==> src/rtl/display_pkg.sv <==
// Shared text-display definitions: buffer geometry, command codes and controller states.
// Used by the text buffer controller and by the VGA display and color blocks.
package display_pkg;

    localparam int unsigned ROW_CNT  = 3;
    localparam int unsigned ROW_SIZE = 10;

    localparam logic [7:0] CMD_BACKSPACE = 8'hF0;
    localparam logic [7:0] CMD_NEWLINE   = 8'hF1;
    localparam logic [7:0] CMD_CLEAR     = 8'hF2;

    typedef enum logic [1:0] {
        S_IDLE,
        S_EXEC,
        S_SCROLL
    } state_t;

endpackage

==> src/rtl/text_buffer_ctrl.sv <==
// Double-buffered text controller: edits a working glyph buffer from a character stream and
// copies it to the displayed buffer at the start of vertical blanking.
module text_buffer_ctrl #(
    parameter int unsigned ROW_CNT  = display_pkg::ROW_CNT,
    parameter int unsigned ROW_SIZE = display_pkg::ROW_SIZE
) (
    input  logic                                 i_clk,
    input  logic                                 i_rst,
    input  logic                                 i_char_valid,
    input  logic [7:0]                           i_char,
    output logic                                 o_char_ready,
    input  logic                                 i_frame_start,
    output logic [ROW_CNT-1:0][3:0]              o_word_cnt,
    output logic [ROW_CNT-1:0][ROW_SIZE-1:0][7:0] o_pattern_num,
    output logic                                 o_dirty
);

    import display_pkg::*;

    localparam int unsigned RW = (ROW_CNT > 1) ? $clog2(ROW_CNT) : 1;
    localparam int unsigned CW = (ROW_SIZE > 1) ? $clog2(ROW_SIZE) : 1;
    localparam logic [RW-1:0] LAST_ROW = RW'(ROW_CNT - 1);
    localparam logic [3:0]    ROW_FULL = 4'(ROW_SIZE);
    localparam logic [CW-1:0] COL0     = '0;

    state_t        state;
    logic          ready;
    logic [7:0]    char_q;
    logic [RW-1:0] cur_row;
    logic [RW-1:0] scroll_idx;
    logic          pend_glyph;
    logic          commit_pending;

    logic [3:0] wcnt   [ROW_CNT];
    logic [7:0] wglyph [ROW_CNT][ROW_SIZE];

    logic [3:0]    col;
    logic [CW-1:0] col_idx;
    logic [RW-1:0] next_row;
    logic [RW-1:0] prev_row;
    logic [RW-1:0] scroll_src;

    assign col          = wcnt[cur_row];
    assign col_idx      = col[CW-1:0];
    assign next_row     = cur_row + 1'b1;
    assign prev_row     = cur_row - 1'b1;
    assign scroll_src   = scroll_idx + 1'b1;
    assign o_char_ready = ready;

    always_ff @(posedge i_clk or posedge i_rst) begin
        if (i_rst) begin
            state          <= S_IDLE;
            ready          <= 1'b0;
            char_q         <= '0;
            cur_row        <= '0;
            scroll_idx     <= '0;
            pend_glyph     <= 1'b0;
            commit_pending <= 1'b0;
            o_dirty        <= 1'b0;
            for (int r = 0; r < ROW_CNT; r++) begin
                wcnt[r]       <= '0;
                o_word_cnt[r] <= '0;
                for (int c = 0; c < ROW_SIZE; c++) begin
                    wglyph[r][c]        <= '0;
                    o_pattern_num[r][c] <= '0;
                end
            end
        end else begin
            unique case (state)
                S_IDLE: begin
                    // Edits only happen in EXEC/SCROLL, so a commit here always sees the
                    // pre-character buffer and leaves nothing dirty.
                    if (i_frame_start || commit_pending) begin
                        commit_pending <= 1'b0;
                        o_dirty        <= 1'b0;
                        for (int r = 0; r < ROW_CNT; r++) begin
                            o_word_cnt[r] <= wcnt[r];
                            for (int c = 0; c < ROW_SIZE; c++) begin
                                o_pattern_num[r][c] <= wglyph[r][c];
                            end
                        end
                    end
                    if (ready && i_char_valid) begin
                        char_q <= i_char;
                        state  <= S_EXEC;
                        ready  <= 1'b0;
                    end else begin
                        ready <= 1'b1;
                    end
                end

                S_EXEC: begin
                    if (i_frame_start) commit_pending <= 1'b1;
                    state <= S_IDLE;
                    ready <= 1'b1;
                    if (char_q[7:6] == 2'b00) begin
                        o_dirty <= 1'b1;
                        if (col < ROW_FULL) begin
                            wglyph[cur_row][col_idx] <= char_q;
                            wcnt[cur_row]            <= col + 4'd1;
                        end else if (cur_row < LAST_ROW) begin
                            cur_row               <= next_row;
                            wglyph[next_row][COL0] <= char_q;
                            wcnt[next_row]        <= 4'd1;
                        end else begin
                            pend_glyph <= 1'b1;
                            scroll_idx <= '0;
                            state      <= S_SCROLL;
                            ready      <= 1'b0;
                        end
                    end else if (char_q == CMD_BACKSPACE) begin
                        // Stepping back over a row break only moves the cursor; the row it
                        // leaves is empty by construction.
                        if (col != 4'd0) begin
                            wglyph[cur_row][col_idx - 1'b1] <= '0;
                            wcnt[cur_row]                   <= col - 4'd1;
                            o_dirty                         <= 1'b1;
                        end else if (cur_row != '0) begin
                            cur_row <= prev_row;
                        end
                    end else if (char_q == CMD_NEWLINE) begin
                        if (cur_row < LAST_ROW) begin
                            cur_row <= next_row;
                        end else begin
                            pend_glyph <= 1'b0;
                            scroll_idx <= '0;
                            state      <= S_SCROLL;
                            ready      <= 1'b0;
                        end
                    end else if (char_q == CMD_CLEAR) begin
                        cur_row <= '0;
                        o_dirty <= 1'b1;
                        for (int r = 0; r < ROW_CNT; r++) begin
                            wcnt[r] <= '0;
                            for (int c = 0; c < ROW_SIZE; c++) begin
                                wglyph[r][c] <= '0;
                            end
                        end
                    end
                end

                S_SCROLL: begin
                    if (i_frame_start) commit_pending <= 1'b1;
                    o_dirty <= 1'b1;
                    if (scroll_idx != LAST_ROW) begin
                        wcnt[scroll_idx] <= wcnt[scroll_src];
                        for (int c = 0; c < ROW_SIZE; c++) begin
                            wglyph[scroll_idx][c] <= wglyph[scroll_src][c];
                        end
                        scroll_idx <= scroll_src;
                    end else begin
                        for (int c = 0; c < ROW_SIZE; c++) begin
                            wglyph[LAST_ROW][c] <= '0;
                        end
                        if (pend_glyph) begin
                            wglyph[LAST_ROW][COL0] <= char_q;
                            wcnt[LAST_ROW]         <= 4'd1;
                        end else begin
                            wcnt[LAST_ROW] <= 4'd0;
                        end
                        pend_glyph <= 1'b0;
                        state      <= S_IDLE;
                        ready      <= 1'b1;
                    end
                end

                default: begin
                    state <= S_IDLE;
                    ready <= 1'b0;
                end
            endcase
        end
    end

endmodule
==> config.mk <==
export PLATFORM = sky130hd
export DESIGN_NAME = text_buffer_ctrl
export DESIGN_NICKNAME = d
export VERILOG_FILES = /design/src/rtl/display_pkg.sv /design/src/rtl/text_buffer_ctrl.sv
export SDC_FILE = /design/constraint.sdc
export NUM_CORES = 1
export LEC_CHECK = 0
export CAP_MARGIN = 20
export CORE_MARGIN = 2
export CORE_UTILIZATION = 25
export DETAILED_ROUTE_END_ITERATION = 10
export PLACE_DENSITY = 0.5
export SYNTH_ARGS = -nofsm -noshare
export SYNTH_HDL_FRONTEND = slang
export SYNTH_SLANG_ARGS = --single-unit
==> constraint.sdc <==
create_clock -name i_clk -period 44.1 [get_ports i_clk]
set_input_delay 8.82 -clock i_clk [delete_from_list [all_inputs] [get_ports i_clk]]
set_output_delay 8.82 -clock i_clk [all_outputs]
set_load 0.005 [all_outputs]
Word level (Yosys, flattened, before mapping)

Cells that the tools add are included.
W data, S select, Z words.

Memory bits (writable): 0
Memories kept: 0
Output and inout bits: 254
Latch bits: 0
Input bits: 12
Bits in read-only memories: 0
Logic and storage cells: 281
Flip-flop bits (word level): 522

Muxes and demuxes: 130
Div/mod/pow operators: 0
Order comparisons: 13
Bitwise gates (word level): 11
Multiply operators: 0
Reductions and logical operators: 26
Shift operators: 0
Add/subtract/negate cells: 5
Equal/unequal tests: 22

Operator list:

| operator             | number |
|---|---|
| $bwmux W240          | 12 |
| $demux W80 S2        | 13 |
| $mux W240            | 7 |
| $mux W80             | 7 |
| $pmux W240 S2        | 1 |
| $and A240 B240 Y240  | 1 |
| $not A240 Y240       | 1 |
| $bmux W80 S2         | 1 |
| $mux W160            | 1 |
| $mux W12             | 7 |
| $mux W72             | 1 |
| $demux W8 S4         | 2 |
| $mux W64             | 1 |
| $mux W56             | 1 |
| $mux W48             | 1 |
| $mux W2              | 21 |
| $mux W40             | 1 |
| $mux W8              | 5 |
| $bwmux W12           | 3 |
| $mux W32             | 1 |
| $mux W4              | 8 |
| $demux W4 S2         | 3 |
| $eq A8 B8 Y1 const B | 3 |
| $mux W24             | 1 |
| 41 further kinds     | 104 |

Longest topological paths before layout

Gate-level depths: netlist (run 1).

Depth in word-level cells: 18
Gate-level depth with buffers: 13
Gate-level depth less buffers: 10

Worst setup path after synthesis (run 1)

No wires, ideal clock.

Path kind: input -> register
Start point: input i_frame_start
End point: register o_pattern_num[144] (netlist name)
Required time: 43.975 ns
Buffers on the path: 2
Path slack: 33.794 ns
Stages on the path: 4
Data arrival time: 10.182 ns
Setup time: 0.125 ns
Cells stage by stage: o21ai_1 -> clkbuf_1 -> clkbuf_1 -> mux2_2

Cells in the longest elaborated chain, start to end: 2

RTL lines:

| what                           | line                   | text |
|---|---|---|
| start: declaration             | text_buffer_ctrl.sv:12 | `input logic i_frame_start,` |
| $logic_or A1 B1 Y1             | text_buffer_ctrl.sv:73 | `if (i_frame_start \|\| commit_pending) begin` |
| $reduce_and A2 Y1 (no line)    | --                     |  |
| end signal: indexed assignment | text_buffer_ctrl.sv:79 | `o_pattern_num[r][c] <= wglyph[r][c];` |
| end: declaration               | text_buffer_ctrl.sv:14 | `output logic [ROW_CNT-1:0][ROW_SIZE-1:0][7:0] o_pattern_num,` |

Every way passes these cells.
A chain may end at the register's enable or synchronous reset.

==> results of run 1 <==
==> state kept, by name (all words and copies together) (netlist names) <==
signal,cells
char_q,8
commit_pending,1
cur_row,2
o_char_ready,1
o_dirty,1
o_pattern_num,240
o_word_cnt,12
pend_glyph,1
scroll_idx,2
state,2
wcnt,12
wglyph,240
==> cell usage after synthesis (all sizes together) (3+ instances only) <==
library cell	instances	area (um2)
a32oi	3	26.3
or3	5	36.3
and2	37	231
inv	13	48.8
a21o	3	22.5
a21oi	40	223
o31ai	4	43.8
a22o	60	526
a2bb2oi	5	85.1
nor2b	4	27.5
a211oi	6	45.0
clkbuf	102	383
a31oi	6	37.5
ha	16	200
o21ai	176	900
nand2	191	719
mux2i	91	911
nor3	12	103
o2bb2ai	130	1150
o22ai	4	31.3
nand3b	3	47.6
a22oi	112	841
nand3	11	55.1
nor2	36	135
o221ai	9	123
mux2	262	2950
dfrtp	522	13100
o21bai	9	90.1
buf	21	115
o211ai	12	100
==> stage by stage <==
step / setup slack, ns / power (mW)
final: 32.08 / 1.54
after global routing: 31.52 / 1.60
after global placement: 31.43 / 1.02
after detailed placement: 31.28 / 1.02
after floorplan: 20.70 / 0.835
after CTS: 31.94 / 1.55
==> cells by family after synthesis <==
family	count (synthesis)	share of synthesized area
buffers and inverters	136	0.0233
flip-flops	522	0.556
AO/OA/AOI/OAI	590	0.186
AND/OR/NAND/NOR	309	0.0610
adder cells (fa/ha/maj)	16	0.00853
multiplexers	353	0.164
XOR/XNOR	1	0.000373
==> report_power, final <==
part	internal (mW)	total [mW]	switching, mW
combinational	0.145	0.473	0.328
sequential	0.511	0.548	0.0368
clock	0.314	0.519	0.205
total	0.970	1.54	0.569
==> final timing paths <==
| kind | start | end | slack (ns) | cells past startpoint |
|---|---|---|---|---|
| max in group i_clk | i_frame_start | o_pattern_num[56] | 32.49 | 6 |
| worst min-delay path | o_pattern_num[49] | o_pattern_num[49] | 0.50 | 1 |
| min in group asynchronous | i_rst | o_pattern_num[215] | 8.81 | 2 |
| worst min register to register | o_pattern_num[49] | o_pattern_num[49] | 0.50 | 1 |
| worst max-delay path | i_rst | wglyph[101] | 32.08 | 5 |
| worst max register to register | cur_row[0] | wglyph[184] | 39.79 | 8 |
==> layout make-up <==
| class | instances | area, um2 | share of cell area |
|---|---|---|---|
| Clock inverter | 25 | 382 | 0.0129 |
| Clock buffer | 80 | 1650 | 0.0561 |
| Tap cell | 1254 | 1570 | 0.0532 |
| Sequential cell | 522 | 13100 | 0.443 |
| Timing Repair Buffer | 294 | 2880 | 0.0977 |
| Antenna cell | 1 | 2.50 | 0.0000848 |
| Multi-Input combinational cell | 1269 | 9890 | 0.335 |
| Inverter | 13 | 56.3 | 0.00191 |
==> metal layers <==
metal	GRT usage	share of wire	vias to the layer above
li1	-	-	7677
met1	0.221	0.42	9060
met2	0.288	0.48	665
met3	0.0320	0.064	155
met4	0.0672	0.037	0
met5	0	0	-
==> qor.txt, run 1 <==
post-route cell area: 0.0295 mm2
class of the tightest hold or removal check: register to register
core area: 0.0932 mm2
sequential cell area fraction in the yosys report: 0.556
DP Area: 0.0274 mm2
number of synthesis warnings: 0
maximum operating frequency: 83.2 MHz
Max stage delay cell, worst path: sky130_fd_sc_hd__buf_4
post-synth net total: 1,955
TritonRoute pass-1 iters: 7
GR Overflow Total: 0
most frequent standard cell in the layout excluding fill and tap cells: sky130_fd_sc_hd__dfrtp_1
max-capacitance violation count: 0
Worst path most repeated cell: sky130_fd_sc_hd__buf_4
port buffer count: 265
largest delay contributor family on the critical path: buffers and inverters
total power density per cell area: 52.2 mW/mm2
number of max-slew violations in the final report: 0
average wire length per cell after detail routing: 24.5 um
Resized cells post-CTS: 0
Cell Area, Synth: 0.0235 mm2
largest buffer count on any clock path: 3
final core utilization: 0.317
drc violations: 0
Slew headroom: 0.211
top flip-flop cell by instance count after synthesis: sky130_fd_sc_hd__dfrtp_1
count of buffering cells on the critical path with inverters included: 5
Sink Count: 522
placement row count: 112
placed wire-length estimate: 58.0 mm
minimum clock period: 12.02 ns
P&R area growth vs syn: 25.7%
number of nets with antenna violations after detailed routing: 0
worst-skew pair later-pin latency: 0.63 ns
Die X-Extent: 310 um
number of global-route vias before repair: 18,100
first-pass GRT wire length: 124 mm
total routing usage reported by global routing: 0.173
ratio of final minimum period to clock period: 0.272
start-to-end type of the worst setup path: input port to asynchronous set/reset pin
Final Routed Wirelength: 84.6 mm
share of cells above drive strength 1: 0.201
dpl cells: 3,350
Final Instance Count excl. Fillers: 3,458
count of state elements after synthesis: 522
leading cell types in the layout, fill and taps excluded: sky130_fd_sc_hd__dfrtp_1, sky130_fd_sc_hd__clkdlybuf4s50_1, sky130_fd_sc_hd__mux2_2
number of clock buffers inserted by TritonCTS: 57
clock slew at the register clock pins of the worst setup and hold paths: 0.06 ns
distinct cell type count of the synthesized netlist: 66
hold buffers post-CTS: 0
syn_area_per_cell: 12.2 um2
worst-path cell chain: clkdlybuf4s50_1, inv_8, buf_4, buf_4, buf_4
cell leakage power: 12.2 nW
GP Congestion: 0.872
DR vias/cell: 5.08
gate count after technology mapping: 1,927
count of flip-flops with a built-in enable after synthesis: 0
number of top-level pins: 266
setup repair after global routing missed its margin: false
starting density of the core: 0.252
largest fanout of any net on the critical path: 137
final hold viol count: 0
CTS tree: built
Post-CTS Setup Repair Bufs: 0
clock root cell: sky130_fd_sc_hd__clkbuf_16
slew at the pin closest to its max-slew limit: 1.18 ns
Worst path max stage delay: 0.87 ns
net count of the finished layout: 2,185
Fin Clk Skew: 0.0219 ns
number of H-tree branching levels: 2
DR vias: 17,600
antenna violations before repair: 1
VDD IR-drop max: 0.0281 mV
signal arrival time at the worst endpoint: 12.67 ns
run status: finished clean
required time at the endpoint of the critical path: 44.75 ns
fill count: 9,266
fraction of registers with async set/reset: 1.00
overall die height: 310 um
capturing element type of the critical path: asynchronous set/reset pin
maximum number of pins on one net before global-route repair: 188
kind of start point of the critical path: input port
count of final setup violators: 0
Die Outline Area: 0.0964 mm2
post-route worst hold slack: 0.502 ns
total negative slack for setup checks: 0 ns
DRC violation total after the first TritonRoute iteration: 1,331
Power figures use the tool's default switching activity.
==> run 2: changes to the inputs <==
- clock period: 44.1 -> 12.1 ns (I/O delays scaled with it)
==> qor.txt, run 2 (synthesized netlist as in run 1, its figures left out) <==
run status: finished clean
core area: 0.0932 mm2
max-capacitance violation count: 0
ratio of final minimum period to clock period: 0.368
largest registers: o_pattern_num x240, wglyph x240
TritonRoute pass-1 iters: 5
met3 Resource Use GR: 0.0345
Post-CTS Setup Repair Bufs: 0
maximum operating frequency: 224 MHz
number of clock buffers inserted by TritonCTS: 57
total negative slack for setup checks: 0 ns
VDD IR-drop max: 0.110 mV
net count of the finished layout: 2,188
capturing element type of the critical path: register
count of final setup violators: 0
number of nets with antenna violations after detailed routing: 0
Final Routed Wirelength: 84.6 mm
CTS tree: built
most frequent standard cell in the layout excluding fill and tap cells: sky130_fd_sc_hd__dfrtp_1
Sink Count: 522
met2 Resource Use GR: 0.293
Slew headroom: 0.192
first-pass GRT wire length: 124 mm
share of cells above drive strength 1: 0.205
Die X-Extent: 310 um
class of the tightest hold or removal check: register to register
maximum number of pins on one net before global-route repair: 186
Design Power: 5.56 mW
most congested layer reported by global routing: met2
start-to-end type of the worst setup path: input port to register
number of top-level pins: 266
Resized cells post-CTS: 0
number of global-route vias before repair: 18,300
drc violations: 0
number of H-tree branching levels: 2
DR vias: 17,600
antenna violations before repair: 3
total power density per cell area: 188 mW/mm2
final hold viol count: 0
DRC violation total after the first TritonRoute iteration: 1,309
setup repair after global routing missed its margin: false
clock root cell: sky130_fd_sc_hd__clkbuf_16
total routing usage reported by global routing: 0.173
Die Outline Area: 0.0964 mm2
placed wire-length estimate: 58.1 mm
clock slew at the register clock pins of the worst setup and hold paths: 0.06 ns
global routing met1 resource utilization: 0.217
largest buffer count on any clock path: 3
DR vias/cell: 5.08
required time at the endpoint of the critical path: 12.58 ns
hold buffers post-CTS: 0
final core utilization: 0.316
starting density of the core: 0.252
overall die height: 310 um
port buffer count: 265
signal arrival time at the worst endpoint: 4.94 ns
Reg2Reg Setup Slack: 7.88 ns
placement row count: 112
slew at the pin closest to its max-slew limit: 1.21 ns
average wire length per cell after detail routing: 24.4 um
post-route worst hold slack: 0.504 ns
worst-skew pair later-pin latency: 0.64 ns
Fin Clk Skew: 0.0379 ns
GP Congestion: 0.857
kind of start point of the critical path: input port
GR Overflow Total: 0
P&R area growth vs syn: 25.6%
minimum clock period: 4.46 ns
cell leakage power: 12.2 nW
leading cell types in the layout, fill and taps excluded: sky130_fd_sc_hd__dfrtp_1, sky130_fd_sc_hd__clkdlybuf4s50_1, sky130_fd_sc_hd__mux2_2
number of max-slew violations in the final report: 0
largest fanout of any net on the critical path: 136
[run 2: changes by cell type in the layout (fill, tap and decap cells not counted), sizes merged]
cell	before	now
clkinv	13	23
buf	29	32
bufinv	9	6
clkbuf	80	71
diode	1	2
clkinvlp	2	6
[run 2: path summary, 6_finish.rpt]
check	end	from	depth (start not counted)
max in group asynchronous	o_pattern_num[173]	i_rst	4
hold reg to reg	o_pattern_num[49]	o_pattern_num[49]	1
setup / recovery	o_pattern_num[28]	i_frame_start	5
hold / removal	o_pattern_num[49]	o_pattern_num[49]	1
min in group asynchronous	wglyph[110]	i_rst	2
setup reg to reg	wglyph[103]	cur_row[0]	9
[run 2: routing by layer]
metal	wire length, um	share of wire
met5	12	0.00014
met4	2920	0.035
met3	5160	0.061
met2	41600	0.49
met1	34900	0.41
[run 2: layout make-up]
type                       instances  area [um2]
inverter                          13        52.6
clock inverter                    36         365
tap                             1254        1570
clock buffer                      71        1590
timing repair buffer             297        2940
fill                            9385       63700
multi-input combinational       1269        9890
sequential                       522       13100
antenna                            2        5.00
[run 2: through the flow]
| stage | worst slack (ns) | instances | area [um2] |
|---|---|---|---|
| finish | 7.64 | 3464 | 29500 |
| detailed placement | 7.06 | 3354 | 27500 |
| global route | 7.58 | 3462 | 29500 |
| global placement | 7.08 | 3353 | 27500 |
| CTS | 7.73 | 3461 | 29400 |
| floorplan | 2.59 | 1927 | 23500 |
[run 2: critical path, stage by stage]
cell,delay [ns]
sky130_fd_sc_hd__clkdlybuf4s50_1,0.46
sky130_fd_sc_hd__o21ai_4,0.13
sky130_fd_sc_hd__buf_4,0.56
sky130_fd_sc_hd__buf_12,0.41
sky130_fd_sc_hd__mux2_2,0.43
[run 2: power breakdown]
part           switching (mW)  leakage [nW]  internal, mW  total (mW)
clock                   0.754         0.969          1.06        1.82
sequential              0.134          7.24          1.86        2.00
combinational            1.21          4.00         0.535        1.74
total                    2.10          12.2          3.46        5.56
==> edit: new RTL, config.mk and constraints of run 2 <==
Set the package constant `ROW_SIZE` to 12 (it was 10).
--- a/src/rtl/display_pkg.sv
+++ b/src/rtl/display_pkg.sv
@@ -3,7 +3,7 @@
 package display_pkg;
 
     localparam int unsigned ROW_CNT  = 3;
-    localparam int unsigned ROW_SIZE = 10;
+    localparam int unsigned ROW_SIZE = 12;
 
     localparam logic [7:0] CMD_BACKSPACE = 8'hF0;
     localparam logic [7:0] CMD_NEWLINE   = 8'hF1;
Interface: changed (resized o_pattern_num); port bits go from 266 to 314. The function was not compared with the original's and may differ.
==> edit against run 2 <==
Critical path depth stayed put. Setup slack got worse by 0.41 ns. Final area is 19% higher. Synthesized area increased by 19%. Largest power group unchanged. Utilization about the same. Via count grew 19%. Sequential cell count is 96 higher. Power rose by 16%. Wire length grew 25%. Clock power rose by 26%. Cell count is 20% higher. Synthesized cell count is 22% higher.
==> edit: results (changes against run 2) <==
Outcome
The flow ran to the end, and the final reports show no timing, DRC or antenna violations.

Global routing
The met1 routing resource usage after global routing is 24.61% (+2.9 points). The met2 usage in global routing is 28.07% (-1.2 points). The number of global-route vias before repair is 21058 (+15%).

The maximum number of pins on one net before global-route repair is 170 (-8.6%). The global-route met3 utilization came to 4.520% (+1.1 points). The initial antenna violation count is 1 (-2). The aggregate global-route resource usage is 17.98% (+0.70 points). The first-pass GRT wire length is 154.0 mm (+24%).

Setup path
The master of the slowest instance on the critical path is sky130_fd_sc_hd__buf_4. The delay of the slowest cell on the worst path is 0.77 ns (+0.21 ns). The worst path arrival time is 5.37 ns (+0.43 ns).

The critical-path maximum fanout is 61 (-55%).

Yosys
By area the synthesized netlist is led by sky130_fd_sc_hd__dfrtp_1, sky130_fd_sc_hd__mux2_2, sky130_fd_sc_hd__o21ai_0, sky130_fd_sc_hd__mux2i_1, sky130_fd_sc_hd__a22o_1. The count of distinct cell types in the synthesized netlist is 70 (+6.1%). The cell count after synthesis is 2353 (+22%). The proportion of synthesized chip area in sequential cells is 55.18% (-0.47 points). The count of yosys warnings during synthesis is 0 (unchanged). Counting instances in the post-synthesis netlist gives the leading cell types as sky130_fd_sc_hd__dfrtp_1, sky130_fd_sc_hd__mux2_2, sky130_fd_sc_hd__nand2_1.

Finish
The share of final layout cell area taken by clock buffers and inverters is 6.990% (+0.35 points). The number of nets in the final layout is 2639 (+21%). The non-clock buffer instance count of the final layout came to 340 (+14%). The combined flip-flop and latch cell area is 15470 um^2 (+18%). The count of clock-net buffers in the final layout is 104 (+46%). The layout cell share with drive strength beyond 1 is 19.20% (-1.3 points). The number of fill cells in the layout is 11281 (+20%). The number of logic inverters in the finished layout is 14 (+1). The count of sequential standard cells is 618 (+18%). The largest registers in the layout are o_pattern_num x288, wglyph x288. The buffer share of cell area is 9.672% (-0.30 points). The multi-input gate share of the layout cell area came to 33.77% (+0.22 points). The final cell count without fillers is 4152 (+20%).

The multi-input combinational cell count is 1565 (+23%).

Clock network
The number of CTS-inserted buffers is 72 (+26%). The deepest clock path buffer count is 3 (unchanged). The post-cts sizing count is 0 (unchanged).

The depth of the CTS H-tree is 3 (+1). The clock slew at the register clock pins of the worst setup and hold paths was 0.06 ns (about the same).

Power and ir drop
The power in combinational cells was 1.81 mW (+4%). The power density relative to cell area is 183.2 nW/um^2 (-2.8%). The sequential-cell power consumption is 2.32 mW (+16%). The peak supply drop is 0.1611 mV (+46%).

The internal power is 4.039 mW (+17%). The static leakage power is 14.69 nW (+20%).

Placed design
The post-placement setup slack is 6.600 ns (-0.4604 ns). The count of buffers inserted at the top-level ports is 313 (+18%). The estimated wirelength of the detail-placed design was 71.44 mm (+23%).

The global placement routability congestion is 0.9434 (+10%). The total placed cells including tap cells is 4024 (+20%).

STA
The worst setup skew after layout is 0.02241 ns (-0.01554 ns). The worst max-slew margin expressed relative to the limit is 20.69% (+1.5 points).

Routing
The iteration-0 DRC count of the detailed router was 1795 (+37%). The total wire length came to 105.4 mm (+25%). The routed via count divided by cell count was 5.036 (-0.79%).
edit: cell count changes in the layout (fill, tap and decap cells not counted), moves of 11 or more:
cell                              change
sky130_fd_sc_hd__clkbuf_16           +14
sky130_fd_sc_hd__nand2_1             +63
sky130_fd_sc_hd__o21ai_0             +68
sky130_fd_sc_hd__a22oi_1             -20
sky130_fd_sc_hd__mux2_2              +49
sky130_fd_sc_hd__clkinv_2            -13
sky130_fd_sc_hd__mux2i_1             +16
sky130_fd_sc_hd__a22o_1              +59
sky130_fd_sc_hd__dfrtp_1             +96
sky130_fd_sc_hd__nand3_1             +29
sky130_fd_sc_hd__clkdlybuf4s50_1     +48
sky130_fd_sc_hd__clkbuf_8            +11
sky130_fd_sc_hd__o2bb2ai_1           -24
edit: worst paths after layout:
path / depth (start not counted) / slack, ns / to / start
setup / recovery: 5 / 7.24 / o_pattern_num[284] / i_frame_start
hold / removal: 1 / 0.50 / o_pattern_num[26] / o_pattern_num[26]
setup reg to reg: 11 / 7.61 / wglyph[233] / cur_row[1]
hold reg to reg: 1 / 0.50 / o_pattern_num[26] / o_pattern_num[26]
max in group asynchronous: 5 / 7.43 / o_pattern_num[201] / i_rst
min in group asynchronous: 3 / 2.35 / wglyph[150] / i_rst
edit: per-stage QoR:
stage               cell area [um^2]  utilization [%]
floorplan                      28030                -
global placement               32600            29.38
detailed placement             32600            29.38
CTS                            35050            31.59
global route                   35080            31.61
finish                         35080            31.61
edit: layer usage:
layer,vias up,routed length (um)
met5,-,0
met4,0,2626
met3,165,7783
met2,707,48290
met1,10797,46670
li1,9239,-
edit: cells by family after synthesis:
kind of cell	after synthesis	synth area share, %
and+or+nand+nor	438	7.151
muxes	418	16.32
buffers and inverters	170	2.652
DFF	618	55.18
adders and majority gates	16	0.7142
AOI/OAI and AO/OA	693	17.99
